File: config.mk
export PLATFORM = sky130hd
export DESIGN_NAME = dm_access_ctrl_flat
export DESIGN_NICKNAME = d
export VERILOG_FILES = /design/src/rtl/dm_pkg.sv /design/src/rtl/dm_access_ctrl_if.sv /design/src/rtl/dm_lane_ext.sv /design/src/rtl/dm_access_ctrl.sv /design/src/flat_wrapper.sv
export SDC_FILE = /design/constraint.sdc
export NUM_CORES = 1
export LEC_CHECK = 0
export CAP_MARGIN = 20
export CELL_PAD_IN_SITES_DETAIL_PLACEMENT = 1
export CELL_PAD_IN_SITES_GLOBAL_PLACEMENT = 2
export CORE_AREA = 2 2 174 176
export CTS_CLUSTER_DIAMETER = 30
export CTS_CLUSTER_SIZE = 20
export DETAILED_ROUTE_END_ITERATION = 10
export DIE_AREA = 0 0 176 178
export PLACE_DENSITY_LB_ADDON = 0.1
export RECOVER_POWER = 50
export SYNTH_ARGS = -nofsm -noshare
export SYNTH_HDL_FRONTEND = slang
export SYNTH_SLANG_ARGS = --single-unit
File: constraint.sdc
create_clock -name clk_i -period 4.3 [get_ports clk_i]
set_clock_uncertainty 0.15 [all_clocks]
set_input_delay 0.43 -clock clk_i [delete_from_list [all_inputs] [get_ports clk_i]]
set_output_delay 0.43 -clock clk_i [all_outputs]
set_load 0.05 [all_outputs]
File: src/rtl/dm_pkg.sv
// Shared encodings and default address window for the DM access controller.
package dm_pkg;

  typedef enum logic [1:0] {
    SIZE_BYTE = 2'd0,
    SIZE_HALF = 2'd1,
    SIZE_WORD = 2'd2,
    SIZE_RSVD = 2'd3
  } size_e;

  // ST_ERR is the one-cycle slot that gives rejected requests the same
  // two-cycle latency as accepted ones.
  typedef enum logic [2:0] {
    ST_IDLE,
    ST_WRITE,
    ST_READ,
    ST_ERR,
    ST_RESP
  } state_e;

  localparam logic [31:0] DM_BASE_DEF = 32'h0000_0000;
  localparam logic [31:0] DM_SIZE_DEF = 32'h0000_3000;

  // Unsigned wrap makes addresses below base land far above size.
  function automatic logic addr_in_range(input logic [31:0] addr,
                                         input logic [31:0] base,
                                         input logic [31:0] size);
    return (addr - base) < size;
  endfunction

endpackage

File: src/rtl/dm_access_ctrl_if.sv
// Request/response and DM-port signal bundle for dm_access_ctrl.
interface dm_access_ctrl_if;

  logic        req_valid;
  logic        req_ready;
  logic        req_we;
  logic [1:0]  req_size;
  logic        req_sign;
  logic [31:0] req_addr;
  logic [31:0] req_wdata;
  logic [31:0] req_pc;
  logic        resp_valid;
  logic [31:0] resp_rdata;
  logic        resp_err;
  logic [31:0] dm_addr;
  logic [31:0] dm_wd;
  logic [3:0]  dm_be;
  logic [31:0] dm_wpc;
  logic [31:0] dm_rd;

  // Pipeline / environment side: issues requests and models DM read data.
  modport master (
    output req_valid, req_we, req_size, req_sign, req_addr, req_wdata, req_pc,
    output dm_rd,
    input  req_ready, resp_valid, resp_rdata, resp_err,
    input  dm_addr, dm_wd, dm_be, dm_wpc
  );

  // Controller side.
  modport slave (
    input  req_valid, req_we, req_size, req_sign, req_addr, req_wdata, req_pc,
    input  dm_rd,
    output req_ready, resp_valid, resp_rdata, resp_err,
    output dm_addr, dm_wd, dm_be, dm_wpc
  );

endinterface

File: src/rtl/dm_lane_ext.sv
// Combinational load extractor: picks byte/half/word from a DM word and extends it.
module dm_lane_ext
  import dm_pkg::*;
(
  input  logic [31:0] rd_i,
  input  logic [1:0]  off_i,
  input  size_e       size_i,
  input  logic        sign_i,
  output logic [31:0] data_o
);

  logic [7:0]  byte_sel;
  logic [15:0] half_sel;

  assign byte_sel = rd_i[{off_i, 3'b000} +: 8];
  assign half_sel = off_i[1] ? rd_i[31:16] : rd_i[15:0];

  // NOTE: every output of an always_comb gets a default first, otherwise an
  // unlisted case leaves it holding its old value and a latch is inferred.
  always_comb begin
    data_o = rd_i;
    unique case (size_i)
      SIZE_BYTE: data_o = {{24{sign_i & byte_sel[7]}}, byte_sel};
      SIZE_HALF: data_o = {{16{sign_i & half_sel[15]}}, half_sel};
      default:   data_o = rd_i;
    endcase
  end

endmodule

File: src/rtl/dm_access_ctrl.sv
// CPU-side DM access controller: one load/store per handshake, lane masking,
// load extension. Optional macro ALIGN_CHECK_EN rejects misaligned half/word.
module dm_access_ctrl #(
  parameter logic [31:0] DM_BASE = dm_pkg::DM_BASE_DEF,
  parameter logic [31:0] DM_SIZE = dm_pkg::DM_SIZE_DEF
) (
  input logic            clk_i,
  input logic            rst_i,
  dm_access_ctrl_if.slave bus
);

  import dm_pkg::*;

  state_e      state_q, state_d;
  size_e       req_size;
  logic        accept;
  logic        misalign;
  logic        req_err;
  logic [1:0]  off_eff;
  logic [3:0]  be_d;
  logic [31:0] wd_d;
  logic [31:0] ext_data;

  logic [3:0]  be_q;
  logic [1:0]  off_q;
  size_e       size_q;
  logic        sign_q;
  logic        err_q;
  logic [31:0] addr_q;
  logic [31:0] wd_q;
  logic [31:0] wpc_q;
  logic [31:0] rdata_q;

  assign req_size = size_e'(bus.req_size);
  assign accept   = (state_q == ST_IDLE) && bus.req_valid;

`ifdef ALIGN_CHECK_EN
  assign misalign = ((req_size == SIZE_HALF) && bus.req_addr[0]) ||
                    ((req_size == SIZE_WORD) && (bus.req_addr[1:0] != 2'b00));
`else
  assign misalign = 1'b0;
`endif

  assign req_err = !addr_in_range(bus.req_addr, DM_BASE, DM_SIZE) ||
                   (req_size == SIZE_RSVD) || misalign;

  // Lane mask and replicated store data; misaligned low bits are dropped.
  always_comb begin
    off_eff = bus.req_addr[1:0];
    be_d    = 4'b0000;
    wd_d    = bus.req_wdata;
    unique case (req_size)
      SIZE_BYTE: begin
        be_d = 4'b0001 << bus.req_addr[1:0];
        wd_d = {4{bus.req_wdata[7:0]}};
      end
      SIZE_HALF: begin
        off_eff = {bus.req_addr[1], 1'b0};
        be_d    = bus.req_addr[1] ? 4'b1100 : 4'b0011;
        wd_d    = {2{bus.req_wdata[15:0]}};
      end
      SIZE_WORD: begin
        off_eff = 2'b00;
        be_d    = 4'b1111;
      end
      default: be_d = 4'b0000;
    endcase
    if (req_err || !bus.req_we) be_d = 4'b0000;
  end

  always_comb begin
    state_d = state_q;
    unique case (state_q)
      ST_IDLE: begin
        if (bus.req_valid) begin
          if (req_err)         state_d = ST_ERR;
          else if (bus.req_we) state_d = ST_WRITE;
          else                 state_d = ST_READ;
        end
      end
      ST_WRITE, ST_READ, ST_ERR: state_d = ST_RESP;
      default:                   state_d = ST_IDLE;
    endcase
  end

  dm_lane_ext u_lane_ext (
    .rd_i   (bus.dm_rd),
    .off_i  (off_q),
    .size_i (size_q),
    .sign_i (sign_q),
    .data_o (ext_data)
  );

  // NOTE: sequential state uses non-blocking assignments so every register
  // samples pre-edge values regardless of statement order.
  always_ff @(posedge clk_i or posedge rst_i) begin
    if (rst_i) begin
      state_q <= ST_IDLE;
      be_q    <= 4'b0000;
      off_q   <= 2'b00;
      size_q  <= SIZE_BYTE;
      sign_q  <= 1'b0;
      err_q   <= 1'b0;
      addr_q  <= 32'h0;
      wd_q    <= 32'h0;
      wpc_q   <= 32'h0;
      rdata_q <= 32'h0;
    end else begin
      state_q <= state_d;
      if (accept) begin
        be_q    <= be_d;
        off_q   <= off_eff;
        size_q  <= req_size;
        sign_q  <= bus.req_sign;
        err_q   <= req_err;
        addr_q  <= {bus.req_addr[31:2], 2'b00};
        wd_q    <= wd_d;
        wpc_q   <= bus.req_pc;
        rdata_q <= 32'h0;
      end else if (state_q == ST_READ) begin
        rdata_q <= ext_data;
      end
    end
  end

  // dm_be is gated by the state register so reset kills a write instantly.
  assign bus.dm_be      = (state_q == ST_WRITE) ? be_q : 4'b0000;
  assign bus.req_ready  = (state_q == ST_IDLE);
  assign bus.resp_valid = (state_q == ST_RESP);
  assign bus.resp_err   = (state_q == ST_RESP) && err_q;
  assign bus.resp_rdata = rdata_q;
  assign bus.dm_addr    = addr_q;
  assign bus.dm_wd      = wd_q;
  assign bus.dm_wpc     = wpc_q;

endmodule

File: src/flat_wrapper.sv
// flat-port wrapper written by rule: the top's interface ports become plain ports
module dm_access_ctrl_flat import dm_pkg::*;
#(
  parameter logic [31:0] DM_BASE = dm_pkg::DM_BASE_DEF,
  parameter logic [31:0] DM_SIZE = dm_pkg::DM_SIZE_DEF
)
  (clk_i, rst_i, bus_req_valid, bus_req_we, bus_req_size, bus_req_sign, bus_req_addr, bus_req_wdata, bus_req_pc, bus_dm_rd, bus_req_ready, bus_resp_valid, bus_resp_rdata, bus_resp_err, bus_dm_addr, bus_dm_wd, bus_dm_be, bus_dm_wpc);
  dm_access_ctrl_if bus_i ();
  input logic clk_i;
  input logic rst_i;
  input wire logic [$bits(bus_i.req_valid)-1:0] bus_req_valid;
  input wire logic [$bits(bus_i.req_we)-1:0] bus_req_we;
  input wire logic [$bits(bus_i.req_size)-1:0] bus_req_size;
  input wire logic [$bits(bus_i.req_sign)-1:0] bus_req_sign;
  input wire logic [$bits(bus_i.req_addr)-1:0] bus_req_addr;
  input wire logic [$bits(bus_i.req_wdata)-1:0] bus_req_wdata;
  input wire logic [$bits(bus_i.req_pc)-1:0] bus_req_pc;
  input wire logic [$bits(bus_i.dm_rd)-1:0] bus_dm_rd;
  output wire logic [$bits(bus_i.req_ready)-1:0] bus_req_ready;
  output wire logic [$bits(bus_i.resp_valid)-1:0] bus_resp_valid;
  output wire logic [$bits(bus_i.resp_rdata)-1:0] bus_resp_rdata;
  output wire logic [$bits(bus_i.resp_err)-1:0] bus_resp_err;
  output wire logic [$bits(bus_i.dm_addr)-1:0] bus_dm_addr;
  output wire logic [$bits(bus_i.dm_wd)-1:0] bus_dm_wd;
  output wire logic [$bits(bus_i.dm_be)-1:0] bus_dm_be;
  output wire logic [$bits(bus_i.dm_wpc)-1:0] bus_dm_wpc;
  assign bus_i.req_valid = bus_req_valid;
  assign bus_i.req_we = bus_req_we;
  assign bus_i.req_size = bus_req_size;
  assign bus_i.req_sign = bus_req_sign;
  assign bus_i.req_addr = bus_req_addr;
  assign bus_i.req_wdata = bus_req_wdata;
  assign bus_i.req_pc = bus_req_pc;
  assign bus_i.dm_rd = bus_dm_rd;
  assign bus_req_ready = bus_i.req_ready;
  assign bus_resp_valid = bus_i.resp_valid;
  assign bus_resp_rdata = bus_i.resp_rdata;
  assign bus_resp_err = bus_i.resp_err;
  assign bus_dm_addr = bus_i.dm_addr;
  assign bus_dm_wd = bus_i.dm_wd;
  assign bus_dm_be = bus_i.dm_be;
  assign bus_dm_wpc = bus_i.dm_wpc;
  dm_access_ctrl #(.DM_BASE(DM_BASE), .DM_SIZE(DM_SIZE)) u_core (.clk_i(clk_i), .rst_i(rst_i), .bus(bus_i));
endmodule
# Yosys cells after proc, flatten, opt, wreduce, memory -nomap -nowiden
# Index checks and enable logic that the tools add are counted.
# Widths: inputs -> output; s select.
[totals]
out_inout_bits = 135
input_bits = 135
reg_bits = 139
elab_cells = 49
[classes]
magnitude_cmp = 1
shift = 2
muxes = 14
eq_ne = 9
reduce_logical = 11
bitwise_logic = 2
[ops]
columns = ["cell", "n"]
rows = [
  ["$pmux 32 s2", 2],
  ["$mux 32", 2],
  ["$lt 32x14->1 const B", 1],
  ["$shiftx 32x6->8", 1],
  ["$mux 16", 1],
  ["$mux 4", 3],
  ["$pmux 4 s3", 1],
  ["$eq 3x2->1 const B", 2],
  ["$mux 3", 2],
  ["$pmux 3 s2", 1],
  ["$eq 2x1->1 const B", 2],
  ["$eq 2x2->1 const B", 2],
  ["$logic_not 2->1", 2],
  ["$pmux 2 s2", 1],
  ["$shl 1x2->4 const A", 1],
  ["$eq 3x1->1 const B", 1],
  ["$eq 3x3->1 const B", 1],
  ["$logic_not 3->1", 1],
  ["$reduce_or 3->1", 1],
  ["$and 1x1->1", 2],
  ["$logic_and 1x1->1", 2],
  ["$logic_not 1->1", 2],
  ["$logic_or 1x1->1", 2],
  ["$mux 2", 1],
  ["other kinds (2)", 2],
]

# Logic depth before layout (Yosys ltp)
[depth]
ltp_word = 6
mapped_depth = 7
depth_no_buf = 6

# Modules after synthesis
# Synthesis repeated with hierarchy kept, for this count alone.
[hier_totals]
cells_unflattened = 695
area_unflattened_um2 = 6268.5
[modules_own_cells]
columns = ["module", "seq_area_each_um2", "area_per_inst_um2", "cells_per_inst", "n_inst"]
rows = [
  ["dm_access_ctrl", 3478.3, 5562.8, 572, 1],
  ["dm_lane_ext", 0.0, 705.7, 123, 1],
]

# Least setup slack after synthesis
# OpenSTA, ideal clock, no wires.
[synth_path]
path_type = "reg-to-reg"
from = "register u_core.state_q[2]"
to = "register u_core.off_q[1]"
path_buffers = 2
stages_incl_launch_ff = 6
arrival_ps = 1957
setup_ps = 125
period_less_slack_ps = 2231
path_slack_ps = 2069
t_required_ps = 4025
cell_sequence = "dfrtp_1 > nor3_2 > and2_0 > buf_2 > buf_2 > mux2_2"
[synth_via]
elab_chain_cells = 2
[synth_rtl]
columns = ["item", "line_no", "rtl"]
rows = [
  ["from (decl)", "dm_access_ctrl.sv:14", "state_e state_q, state_d;"],
  ["from (signal assigned)", "dm_access_ctrl.sv:109", "state_q <= state_d;"],
  ["$logic_not 3->1", "n/a", ""],
  ["via bus_req_ready", "flat_wrapper.sv:19", "output wire logic [$bits(bus_i.req_ready)-1:0] bus_req_ready;"],
  ["$logic_and 1x1->1", "dm_access_ctrl.sv:35", "assign accept = (state_q == ST_IDLE) && bus.req_valid;"],
  ["to (signal assigned)", "dm_access_ctrl.sv:100", "off_q <= 2'b00;"],
  ["to (signal assigned)", "dm_access_ctrl.sv:112", "off_q <= off_eff;"],
  ["to (decl)", "dm_access_ctrl.sv:25", "logic [1:0] off_q;"],
]
# The timed path passes the listed nets, and every way through them passes these cells.
# A chain may end at the register's enable or synchronous reset.

# Final worst setup path
[layout_path]
from = "register u_core.state_q[2]"
to = "register u_core.wd_q[2], in the netlist u_core.bus.dm_wd[2]"
[layout_via]
elab_chain_cells = 2
[layout_rtl]
columns = ["item", "line_no", "rtl"]
rows = [
  ["$logic_not 3->1", "dm_access_ctrl.sv:35", ""],
  ["$logic_and 1x1->1", "dm_access_ctrl.sv:35", ""],
  ["to (signal assigned)", "dm_access_ctrl.sv:117", "wd_q <= wd_d;"],
  ["to (decl)", "dm_access_ctrl.sv:30", "logic [31:0] wd_q;"],
]
# No other way between the ends.

==> impl_metrics.ini <==
[layout]
fin_util_pct = 33.0
final_cells = 1326
final_area_um2 = 9700
multiInputGateArea_um2 = 2360
fill_cells = 3346
synthToLayoutAreaGrowth_pct = 59.7
drive_above_1_share_pct = 5.03
nets = 1061
seqCellArea_um2 = 3480

[placement]
gp_congestion = 0.707
place_ws_ns = 1.15
dp.cells = 1293
dpl_cell_area_um2 = 9130
io_buffer_count = 267
dp_hpwl_um = 17400

[clock_tree]
clock_latency_ns = 0.42
cts_buffers = 17
path_clk_slew_ns = 0.07
cts_tree = built
cts_resized = 0
cts-root-buf = clkbuf_16
cts.path.max_buffers = 2
htree_levels = 4
ctsHoldBuffers = 0
cts_sinks = 139
cts_setup_buffers = 0

[sta]
final.setup.tns_ns = 0
whs_ns = 0.320
finalCritPeriodShare_pct = 67.7
fin_ws_ns = 1.39
max_freq_ghz = 0.343
slew_violations = 86
slew_headroom_pct = -15.3
min_period_ns = 2.91
worstMarginPinSlew_ns = 1.72
hold_violations = 0
setup_violations = 0
rsz0062_at_grt = false

[drt]
drcViolationCount = 0
vias = 5633
wl_per_cell_um = 18.0
wl_um = 23900
vias_per_cell = 4.25
ant_nets = 0
firstDrtPassIters = 4
initialDrtViolationCount = 191

[grt]
grt_pass1_wl_um = 36900
grt_max_degree = 86
grt-ovfl-total = 0
first_global_vias = 6076
antenna_found_initial = 1
grtUsageTotal_pct = 15.5

[status]
violations = capacitance limit, slew limit
outcome = complete, but fails checks

[synth]
yosys.area.top_type_share_pct = 57.2
synthCells = 669
yosysUniqueCellTypes = 38
async_flop_share_pct = 100
synth_area_leader_cell = dfrtp_1
synth_seq_area_share_pct = 57.2
syn_area_um2 = 6080
ys_top_cells_by_area = dfrtp_1 57%, nand2_1 17%, o21ai_0 4.0%, mux2i_1 2.8%, a221o_1 2.6%
ys_seq_elements = 139
synth.avg_cell_area_um2 = 9.08
synth_edf_count = 0
yosys_warnings = 0
synth_ff_type = dfrtp_1

[power]
irDropWorstVdd_mv = 0.442
p_total_mw = 8.40
power_density_nw_per_um2 = 865
p_leak_nw = 4.36

[job]
maxCapViolCount = 1

[floorplan]
fp.dieW_um = 176
die-area_um2 = 31300
start_util_pct = 20.7
fp-row-count = 63
io_pins = 270
fp.coreArea_um2 = 29400
die_h_um = 178

[worst_hold_path]
hold_path.class = register to register

[worst_setup_path]
cp_max_fo = 85
worstSetupStartpointType = register
critical_path_class = register to register
crit_arrival_ns = 3.07
critPathRequiredTime_ns = 4.45
critPathCaptureType = register
layout make-up:
| class | instances | area share, % |
|---|---|---|
| inverters | 9 | 0.361 |
| clock buffers | 19 | 4.56 |
| multi-input cells | 481 | 24.4 |
| flip-flops and latches | 139 | 35.8 |
| diodes | 1 | 0.0258 |
| repair buffers | 274 | 28.2 |
| well taps | 390 | 5.03 |
| clock inverters | 13 | 1.61 |
cells by family after synthesis:
group	share of synthesized area [%]
and+or+nand+nor	22.0
DFF	57.2
AOI/OAI and AO/OA	13.0
buffers and inverters	3.97
muxes	2.99
adders and majority gates	0.824
other	0.0617
worst paths after layout:
check | startpoint | end | slack, ns | cells after the start
worst min register to register | u_core.bus.dm_addr[27] | u_core.bus.dm_addr[27] | 0.32 | 2
worst max register to register | u_core.state_q[2] | u_core.bus.dm_wd[2] | 1.39 | 5
max in group asynchronous | rst_i | u_core.bus.dm_wd[10] | 1.43 | 3
worst min-delay path | u_core.bus.dm_addr[27] | u_core.bus.dm_addr[27] | 0.32 | 2
worst max-delay path | u_core.state_q[2] | u_core.bus.dm_wd[2] | 1.39 | 5
min in group asynchronous | rst_i | u_core.bus.dm_addr[25] | 0.59 | 2
worst max-delay path: stages, from the launching register on:
cell and delay (ns):
dfrtp_1 0.44, nor3_1 0.38, nand2_2 1.00, buf_4 0.62, nand2_1 0.10, nand2_1 0.05
placed cells by master, fill, tap and decap left out, types with 9 or more instances in the layout:
| master | n |
|---|---|
| a221o_1 | 16 |
| clkdlybuf4s50_1 | 228 |
| clkbuf_16 | 17 |
| dfrtp_1 | 139 |
| o21ai_0 | 49 |
| a22oi_1 | 9 |
| mux2i_1 | 17 |
| dlygate4sd3_1 | 39 |
| nor2_1 | 31 |
| nand2_1 | 268 |
| a21oi_1 | 24 |
state kept, by name (all words and copies together) (netlist names), 2 cells and up:
| signal | count |
|---|---|
| u_core.bus.dm_addr | 30 |
| u_core.bus.resp_rdata | 32 |
| u_core.be_q | 4 |
| u_core.bus.dm_wpc | 32 |
| u_core.size_q | 2 |
| u_core.state_q | 3 |
| u_core.bus.dm_wd | 32 |
| u_core.off_q | 2 |
layer usage:
layer  global-route usage (%)  vias to the layer above  share of wire [%]
met5                        0                        -                  0
met4                     2.86                        0               0.80
met3                     6.35                        9                7.6
met2                     25.5                      150                 48
met1                     19.5                     2737                 44
li1                         -                     2737                  -
where the power goes:
part	switching, mW	internal [mW]
Clock	0.645	0.886
Combinational	3.18	1.42
Sequential	0.379	1.89
cells in the mapped netlist (2+ instances only):
master,n
buf_1,2
o21ai_1,5
nor4_1,4
buf_4,11
a221oi_1,8
a31oi_1,8
a21oi_1,24
nand2_1,269
buf_2,10
nor2_1,31
o21ai_0,49
inv_1,9
or3_1,8
nand2b_1,3
dfrtp_1,139
and3_1,5
ha_1,4
o31ai_1,2
nor2b_1,2
a22oi_1,9
a221o_1,16
clkbuf_1,18
mux2i_1,17
and2_1,2
No activity file was read; power rests on OpenSTA's default activity.
